**src/rtl/pc_fetch_unit_pkg.sv**
```systemverilog
// Shared codes and constants for the fetch unit and the ID decoder.
// Branch/jump class encodings, reset PC default, NOP word.
package pc_fetch_unit_pkg;

  typedef enum logic [2:0] {
    BR_NONE = 3'd0,
    BR_BEQ  = 3'd1,
    BR_BNE  = 3'd2,
    BR_BLEZ = 3'd3,
    BR_BGTZ = 3'd4,
    BR_BLTZ = 3'd5,
    BR_BGEZ = 3'd6,
    BR_RSVD = 3'd7
  } br_type_e;

  typedef enum logic [1:0] {
    JMP_NONE = 2'd0,
    JMP_IMM  = 2'd1,
    JMP_REG  = 2'd2,
    JMP_RSVD = 2'd3
  } jmp_type_e;

  typedef struct packed {
    logic eq;
    logic ne;
    logic lez;
    logic gez;
    logic gtz;
    logic ltz;
  } br_flags_t;

  localparam logic [31:0] RESET_PC_DEF = 32'h0000_3000;
  localparam logic [31:0] NOP_WORD     = 32'h0000_0000;

endpackage

```
**src/rtl/pc_npc_sel.sv**
```systemverilog
// Branch condition select and next-PC mux for the fetch stage.
// In: pc_if, IF/ID pc/instr, class codes, flags, jr target. Out: npc, taken, is_ctl.
module pc_npc_sel
  import pc_fetch_unit_pkg::*;
(
  input  logic [31:0] i_pc_if,
  input  logic [31:0] i_pc_id,
  input  logic [31:0] i_instr_id,
  input  logic [2:0]  i_br_type,
  input  logic [1:0]  i_jmp_type,
  input  br_flags_t   i_flags,
  input  logic [31:0] i_jr_target,
  output logic [31:0] o_npc,
  output logic        o_br_taken,
  output logic        o_is_ctl
);

  logic        w_cond;
  logic        w_j_imm;
  logic        w_j_reg;
  logic        w_br_sel;
  logic [31:0] w_br_tgt;
  logic [31:0] w_j_tgt;
  logic        w_unused;

  always_comb begin
    w_cond = 1'b0;
    unique case (1'b1)
      (i_br_type == BR_BEQ):  w_cond = i_flags.eq;
      (i_br_type == BR_BNE):  w_cond = i_flags.ne;
      (i_br_type == BR_BLEZ): w_cond = i_flags.lez;
      (i_br_type == BR_BGTZ): w_cond = i_flags.gtz;
      (i_br_type == BR_BLTZ): w_cond = i_flags.ltz;
      (i_br_type == BR_BGEZ): w_cond = i_flags.gez;
      default:                w_cond = 1'b0;
    endcase
  end

  assign w_j_imm  = (i_jmp_type == JMP_IMM);
  assign w_j_reg  = (i_jmp_type == JMP_REG);
  // jump beats a simultaneous branch, so mask the branch select
  assign w_br_sel = w_cond & ~(w_j_imm | w_j_reg);

  assign w_br_tgt = i_pc_id + 32'd4
                  + {{14{i_instr_id[15]}}, i_instr_id[15:0], 2'b00};
  assign w_j_tgt  = {i_pc_id[31:28], i_instr_id[25:0], 2'b00};

  always_comb begin
    o_npc = i_pc_if + 32'd4;
    unique case (1'b1)
      w_j_imm:  o_npc = w_j_tgt;
      w_j_reg:  o_npc = i_jr_target;
      w_br_sel: o_npc = w_br_tgt;
      default:  o_npc = i_pc_if + 32'd4;
    endcase
  end

  assign o_br_taken = w_cond | w_j_imm | w_j_reg;
  assign o_is_ctl   = (i_br_type != BR_NONE && i_br_type != BR_RSVD)
                    | w_j_imm | w_j_reg;

  assign w_unused = ^i_instr_id[31:26];

endmodule

```
**src/rtl/pc_fetch_unit.sv**
```systemverilog
// PC register, IF/ID register and optional branch statistics.
// Macro PC_FETCH_BRSTAT_EN enables br_count/br_taken_count; else they read 0.
module pc_fetch_unit
  import pc_fetch_unit_pkg::*;
#(
  parameter logic [31:0] RESET_PC = RESET_PC_DEF,
  parameter logic [31:0] IM_BASE  = 32'h0000_3000
) (
  input  logic        clk,
  input  logic        reset,
  input  logic        stall,
  input  logic [31:0] instr_if,
  input  logic [2:0]  br_type,
  input  logic [1:0]  jmp_type,
  input  logic        f_eq,
  input  logic        f_ne,
  input  logic        f_lez,
  input  logic        f_gez,
  input  logic        f_gtz,
  input  logic        f_ltz,
  input  logic [31:0] jr_target,
  output logic [31:0] pc_if,
  output logic [31:0] instr_id,
  output logic [31:0] pc_id,
  output logic [31:0] pc8_id,
  output logic        br_taken,
  output logic [31:0] br_count,
  output logic [31:0] br_taken_count
);

  logic [31:0] r_pc;
  logic [31:0] r_instr_id;
  logic [31:0] r_pc_id;
  logic [31:0] r_pc8_id;
  logic [31:0] w_npc;
  logic        w_br_taken;
  logic        w_is_ctl;
  br_flags_t   w_flags;

  assign w_flags = '{eq: f_eq, ne: f_ne, lez: f_lez,
                     gez: f_gez, gtz: f_gtz, ltz: f_ltz};

  pc_npc_sel u_sel (
    .i_pc_if     (r_pc),
    .i_pc_id     (r_pc_id),
    .i_instr_id  (r_instr_id),
    .i_br_type   (br_type),
    .i_jmp_type  (jmp_type),
    .i_flags     (w_flags),
    .i_jr_target (jr_target),
    .o_npc       (w_npc),
    .o_br_taken  (w_br_taken),
    .o_is_ctl    (w_is_ctl)
  );

  always_ff @(posedge clk) begin
    if (reset) begin
      r_pc       <= RESET_PC;
      r_instr_id <= NOP_WORD;
      r_pc_id    <= RESET_PC;
      r_pc8_id   <= RESET_PC + 32'd8;
    end else if (!stall) begin
      r_pc       <= w_npc;
      r_instr_id <= instr_if;
      r_pc_id    <= r_pc;
      r_pc8_id   <= r_pc + 32'd8;
    end
  end

  assign pc_if    = r_pc;
  assign instr_id = r_instr_id;
  assign pc_id    = r_pc_id;
  assign pc8_id   = r_pc8_id;
  assign br_taken = w_br_taken;

`ifdef PC_FETCH_BRSTAT_EN
  logic [31:0] r_br_count;
  logic [31:0] r_br_taken_count;

  always_ff @(posedge clk) begin
    if (reset) begin
      r_br_count       <= 32'h0;
      r_br_taken_count <= 32'h0;
    end else if (!stall && w_is_ctl) begin
      r_br_count <= r_br_count + 32'd1;
      if (w_br_taken) begin
        r_br_taken_count <= r_br_taken_count + 32'd1;
      end
    end
  end

  always_ff @(posedge clk) begin
    if (!reset && !stall && (w_npc < IM_BASE)) begin
      $display("pc_fetch_unit: npc %h below IM_BASE %h", w_npc, IM_BASE);
    end
  end

  assign br_count       = r_br_count;
  assign br_taken_count = r_br_taken_count;
`else
  logic w_unused;
  assign w_unused       = ^{IM_BASE, w_is_ctl};
  assign br_count       = 32'h0;
  assign br_taken_count = 32'h0;
`endif

endmodule

```
**config.mk**
```make
export PLATFORM = sky130hd
export DESIGN_NAME = pc_fetch_unit
export DESIGN_NICKNAME = d
export VERILOG_FILES = /design/src/rtl/pc_fetch_unit_pkg.sv /design/src/rtl/pc_npc_sel.sv /design/src/rtl/pc_fetch_unit.sv
export SDC_FILE = /design/constraint.sdc
export NUM_CORES = 1
export LEC_CHECK = 0
export CAP_MARGIN = 20
export CORE_ASPECT_RATIO = 2
export CORE_MARGIN = 2
export CORE_UTILIZATION = 50
export DETAILED_ROUTE_END_ITERATION = 10
export PLACE_DENSITY_LB_ADDON = 0.12
export SYNTH_ARGS = -nofsm -noshare
export SYNTH_HDL_FRONTEND = slang
export SYNTH_SLANG_ARGS = --single-unit
export TNS_END_PERCENT = 30
```
**constraint.sdc**
```tcl
create_clock -name clk -period 4.95 [get_ports clk]
set_clock_uncertainty 0.15 [all_clocks]
set_input_delay 1.485 -clock clk [delete_from_list [all_inputs] [get_ports clk]]
set_output_delay 1.485 -clock clk [all_outputs]
set_load 0.005 [all_outputs]
```
==> metrics.md, run 1 <==
| Metric | Value |
|---|---|
| Placed Area | 10700 um2 |
| GPL Wtd Cong | 0.949 |
| Final HPWL DP | 23600 um |
| Slew margin rel. | 37.4% |
| First-pass DRT Iterations | 5 |
| Number of synthesized flops with an enable pin | 0 |
| DRC | 0 |
| GR Overflow Total | 0 |
| WS Path Type | input pin to output pin |
| H-tree depth | 4 |
| Final setup viols | 0 |
| # IOs | 271 |
| # rows | 68 |
| First-pass GRT wire length | 46900 um |
| Fin crit period | 4.91 ns |
| Top-count cell post-synth | nor2_1 |
| Clk slew on worst S/H paths | 0.06 ns |
| Share of layout cells above drive strength 1 | 5.66% |
| Seq cells post-synth | 125 |
| Cts repair resizes | 0 |
| Hold crit path type | register to register |
| Worst Setup SP | br_type[1] |
| Max Cap Violations | 0 |
| Post-Route WL | 31200 um |
| Hold_ws | 0.322 ns |
| DIE HEIGHT | 191 um |
| Yosys cell types | 72 |
| Final Hold Viols | 0 |
| Vias per cell | 5.96 |
| Max-slew violations | 0 |
| Post-synth ARST share | 0% |
| Core footprint | 17200 um2 |
| Commonest cells post-synth | 144 x nor2_1, 125 x dfxtp_1, 75 x a21oi_1, 74 x mux2i_1, 73 x nand2_1 |
| Postcts setup bufs | 0 |
| All-Layer GR Usage | 32.7% |
| Num CTS Buffers | 17 |
| Reg2reg start | instr_id[15] |
| Min-Delay Startpoint | pc8_id[25] |
| Die width | 97.6 um |
| Final nets | 1398 |
| Synth Area per Inst | 8.07 um2 |
| Peak supply drop | 218 uV |
| Static Leak | 4.68 nW |
| Placed cells | 1449 |
| P&R area growth vs syn | 28.7% |
| Antenna Nets Post-Route | 0 |
| Largest net degree at the start of global routing | 72 |
| Starting Density | 51.0% |
| Ant diodes | 0 |
| I/O Buffers | 206 |
| Wirelength per Cell | 21.1 um |
| Measured slew at the worst slew-check pin | 0.930 ns |
| Arr. time, crit path | 3.28 ns |
| Number of global-route vias before repair | 8785 |
| Main synth FF type | dfxtp_1 |
| Hold_buf cts | 0 |
| Bufs on Longest Clock Path | 2 |
| Clk root buf | clkbuf_16 |
| Ranking of synthesized cells by area | dfxtp_1 29%, ha_1 8.7%, mux2i_1 8.5% |
| Crit share post-route | 99.3% |
| Crit. End Element | output pin |
| Post-synthesis cell area | 8760 um2 |
| Total power | 3.09 mW |
| CTS tree | yes |
| Max Freq | 204 MHz |
| Clock Latency Late Sink | 0.44 ns |
| Largest area contributor in the netlist | dfxtp_1 |
| Synth top area share | 28.6% |
| Worst Path Max Fanout | 6 |
| Post-Syn Instances | 1086 |
| 1st-iter DRT viols | 549 |
| RSZ-0062 raised after global routing | false |
| Status | complete, no violations |
| CTS sink count | 125 |
| Post-route cell area | 11300 um2 |
| Antenna violations before repair | 0 |
| Power Dens Cells | 274 nW/um2 |
| Register area share after synthesis | 28.6% |
| Synth Warn # | 0 |
| Critical Path Source Type | input pin |
| Worst path required time | 3.31 ns |
| Die Area | 18700 um2 |
| Non-Filler Instances | 1481 |
| Total negative slack | 0 ns |
| DR vias | 8824 |
final timing paths:
path,endpoint,slack [ns],cells past startpoint
setup / recovery,br_taken,0.04,5
hold / removal,pc8_id[25],0.32,2
setup reg to reg,pc_if[31],1.55,8
hold reg to reg,pc8_id[25],0.32,2
critical path, stage by stage:
cell and delay (ns):
clkdlybuf4s50_1 0.52, nand2b_1 0.22, mux4_2 0.48, nand2_1 0.07, clkdlybuf4s50_1 0.49
cell type report:
class	instances	area, um2
multi-input combinational	862	5600
timing repair buffer	226	2240
sequential	125	2500
clock buffer	17	425
clock inverter	15	150
fill	1574	5910
tap	210	263
inverter	26	97.6
cells by family after synthesis:
logic type	share of synthesized area (%)
multiplexers	9.22
AO/OA/AOI/OAI	19.2
buffers and inverters	10.2
AND/OR/NAND/NOR	18.9
other	0.0428
XOR/XNOR	4.90
adder cells (fa/ha/maj)	8.94
flip-flops	28.6
through the flow:
stage               util, %  setup WS (ns)
detailed placement     62.3         0.0484
floorplan                 -           1.01
global placement       62.3         0.0707
global route           65.6        0.00456
CTS                    65.6         0.0352
finish                 65.6         0.0370
power breakdown:
part / internal (mW) / switching (mW) / leakage (nW) / total [mW]
registers: 1.07 / 0.104 / 1.02 / 1.17
logic: 0.329 / 0.332 / 3.37 / 0.661
clock network: 0.708 / 0.551 / 0.281 / 1.26
placed cells by master, fill, tap and decap left out, types with 10 or more instances in the layout:
cell / count
nand4_1: 24
o21ai_0: 46
nand2_1: 73
xor2_1: 18
a21oi_1: 75
nor2_1: 143
clkdlybuf4s50_1: 204
buf_4: 19
a21o_1: 12
mux2i_1: 74
or3_1: 10
xnor2_1: 31
a31oi_1: 14
clkbuf_16: 17
a211oi_1: 11
nor3_1: 19
ha_1: 61
a221oi_1: 19
dfxtp_1: 125
inv_1: 25
conb_1: 64
nand3_1: 37
registers in the layout, indices dropped and copies added, names as in the netlist:
name and count:
pc_id 32, instr_id 32, pc_if 32, pc8_id 29
layer usage:
metal  vias to the layer above  part of all wire (%)  GRT usage, %
li1                       4132                     -             -
met1                      4121                    32          30.4
met2                       442                    54          61.6
met3                       129                   5.7          5.81
met4                         0                   8.0          25.2
met5                         -                     0             0
(Power assumes the default switching activity.)
==> inputs of run 2 (changes only) <==
CORE_UTILIZATION = 52   (was 50)
==> run 2 against run 1 <==
  * Fmax is 3.7% higher
  * Combinational power down 2%
  * Largest cell class unchanged
  * Largest power group unchanged
  * Via count is 1.4% lower
==> metrics.md, run 2 (synthesis gave the netlist of run 1 again) <==
| Metric | Value |
|---|---|
| Status | complete, no violations |
| Reg2Reg Capture Point | pc_if[26] |
| Final setup viols | 0 |
| Hold_buf cts | 0 |
| Starting Density | 52.8% |
| Fin crit period | 4.74 ns |
| Clk root buf | clkbuf_16 |
| First-pass DRT Iterations | 5 |
| Util after Layout | 67.9% |
| First-pass GRT wire length | 44500 um |
| # rows | 67 |
| Reg2reg start | instr_id[11] |
| Arr. time, crit path | 3.11 ns |
| Worst Hold Path Cells | 2 |
| DRC | 0 |
| Worst Path Max Fanout | 2 |
| Peak supply drop | 313 uV |
| Slew margin rel. | 36.8% |
| R2R cell count | 9 |
| Most frequent cells in the layout | 203 x clkdlybuf4s50_1, 143 x nor2_1, 125 x dfxtp_1 |
| Post-Route WL | 28700 um |
| Min-Delay Startpoint | pc8_id[5] |
| Bufs on Longest Clock Path | 2 |
| Measured slew at the worst slew-check pin | 0.935 ns |
| Commonest non-fill, non-tap cell in the layout | clkdlybuf4s50_1 |
| Clk slew on worst S/H paths | 0.06 ns |
| H-tree depth | 4 |
| # IOs | 271 |
| 1st-iter DRT viols | 543 |
| Total negative slack | 0 ns |
| DIE HEIGHT | 188 um |
| Antenna Nets Post-Route | 0 |
| Clock Latency Late Sink | 0.42 ns |
| CTS tree | yes |
| Antenna violations before repair | 0 |
| Max-slew violations | 0 |
| Vias per cell | 5.88 |
| Critical Path Source Type | input pin |
| Max Cap Violations | 0 |
| All-Layer GR Usage | 31.8% |
| Final Hold Viols | 0 |
| Max Freq | 211 MHz |
| Final nets | 1401 |
| Crit share post-route | 95.8% |
| Core footprint | 16600 um2 |
| Cts repair resizes | 0 |
| Register-to-register setup slack | 1.53 ns |
| Share of layout cells above drive strength 1 | 5.50% |
| Num CTS Buffers | 17 |
| Die width | 95.8 um |
| WS Path Type | input pin to output pin |
| I/O Buffers | 206 |
| Ant diodes | 0 |
| DR vias | 8699 |
| Worst path required time | 3.31 ns |
| Largest net degree at the start of global routing | 64 |
| P&R area growth vs syn | 28.6% |
| GR Overflow Total | 0 |
| GPL Wtd Cong | 1.01 |
| Crit. End Element | output pin |
| Final HPWL DP | 21300 um |
| Hold crit path type | register to register |
| Wirelength per Cell | 19.4 um |
| Power Dens Cells | 270 nW/um2 |
| Static Leak | 4.69 nW |
| Postcts setup bufs | 0 |
| Die Area | 18000 um2 |
| Number of global-route vias before repair | 8313 |
| WHS Endpoint | pc8_id[5] |
| CTS sink count | 125 |
| RSZ-0062 raised after global routing | false |
==> run 2: power by group <==
| group | internal [mW] | leakage, nW | switching (mW) |
|---|---|---|---|
| clock network | 0.774 | 0.280 | 0.459 |
| registers | 1.07 | 1.02 | 0.0970 |
| logic | 0.327 | 3.39 | 0.320 |
==> run 2: routing by layer <==
metal	up-vias	track usage (%)	part of all wire (%)
li1	4139	-	-
met1	4117	41.3	41
met2	383	52.2	49
met3	60	5.34	7.1
met4	0	11.5	3.1
met5	-	0	0
==> run 2: worst max-delay path, cell delays in order <==
cell and delay, ns:
clkdlybuf4s50_1 0.52, mux4_2 0.53, nand2_1 0.07, clkdlybuf4s50_1 0.49
==> run 2: final cells by class <==
| cell class | instances | area [um2] |
|---|---|---|
| Clock buffer | 24 | 482 |
| Clock inverter | 7 | 87.6 |
| Fill cell | 1419 | 5330 |
| Inverter | 26 | 97.6 |
| Multi-Input combinational cell | 862 | 5600 |
| Sequential cell | 125 | 2500 |
| Tap cell | 207 | 259 |
| Timing Repair Buffer | 229 | 2230 |
==> run 2: metrics by stage <==
stage,hold WS [ns],power (mW),area [um2],instances,worst slack (ns)
final,0.318,3.05,11300,1480,0.210
after global routing,0.344,3.16,11300,1480,0.138
after CTS,0.325,3.05,11300,1480,0.0224
after detailed placement,0.308,1.82,10700,1449,0.0194
after global placement,0.302,1.81,10700,1448,0.0679
after floorplan,0.307,1.55,9000,1149,1.01
==> run 2: worst max path at each step <==
stage | startpoint | endpoint | slack, ns | depth (start not counted)
after global routing | br_type[2] | br_taken | 0.14 | 4
after detailed placement | br_type[1] | br_taken | 0.02 | 5
after CTS | br_type[1] | br_taken | 0.02 | 5
after floorplan | br_type[1] | br_taken | 1.01 | 4
final | br_type[2] | br_taken | 0.21 | 4
after global placement | br_type[1] | br_taken | 0.07 | 5
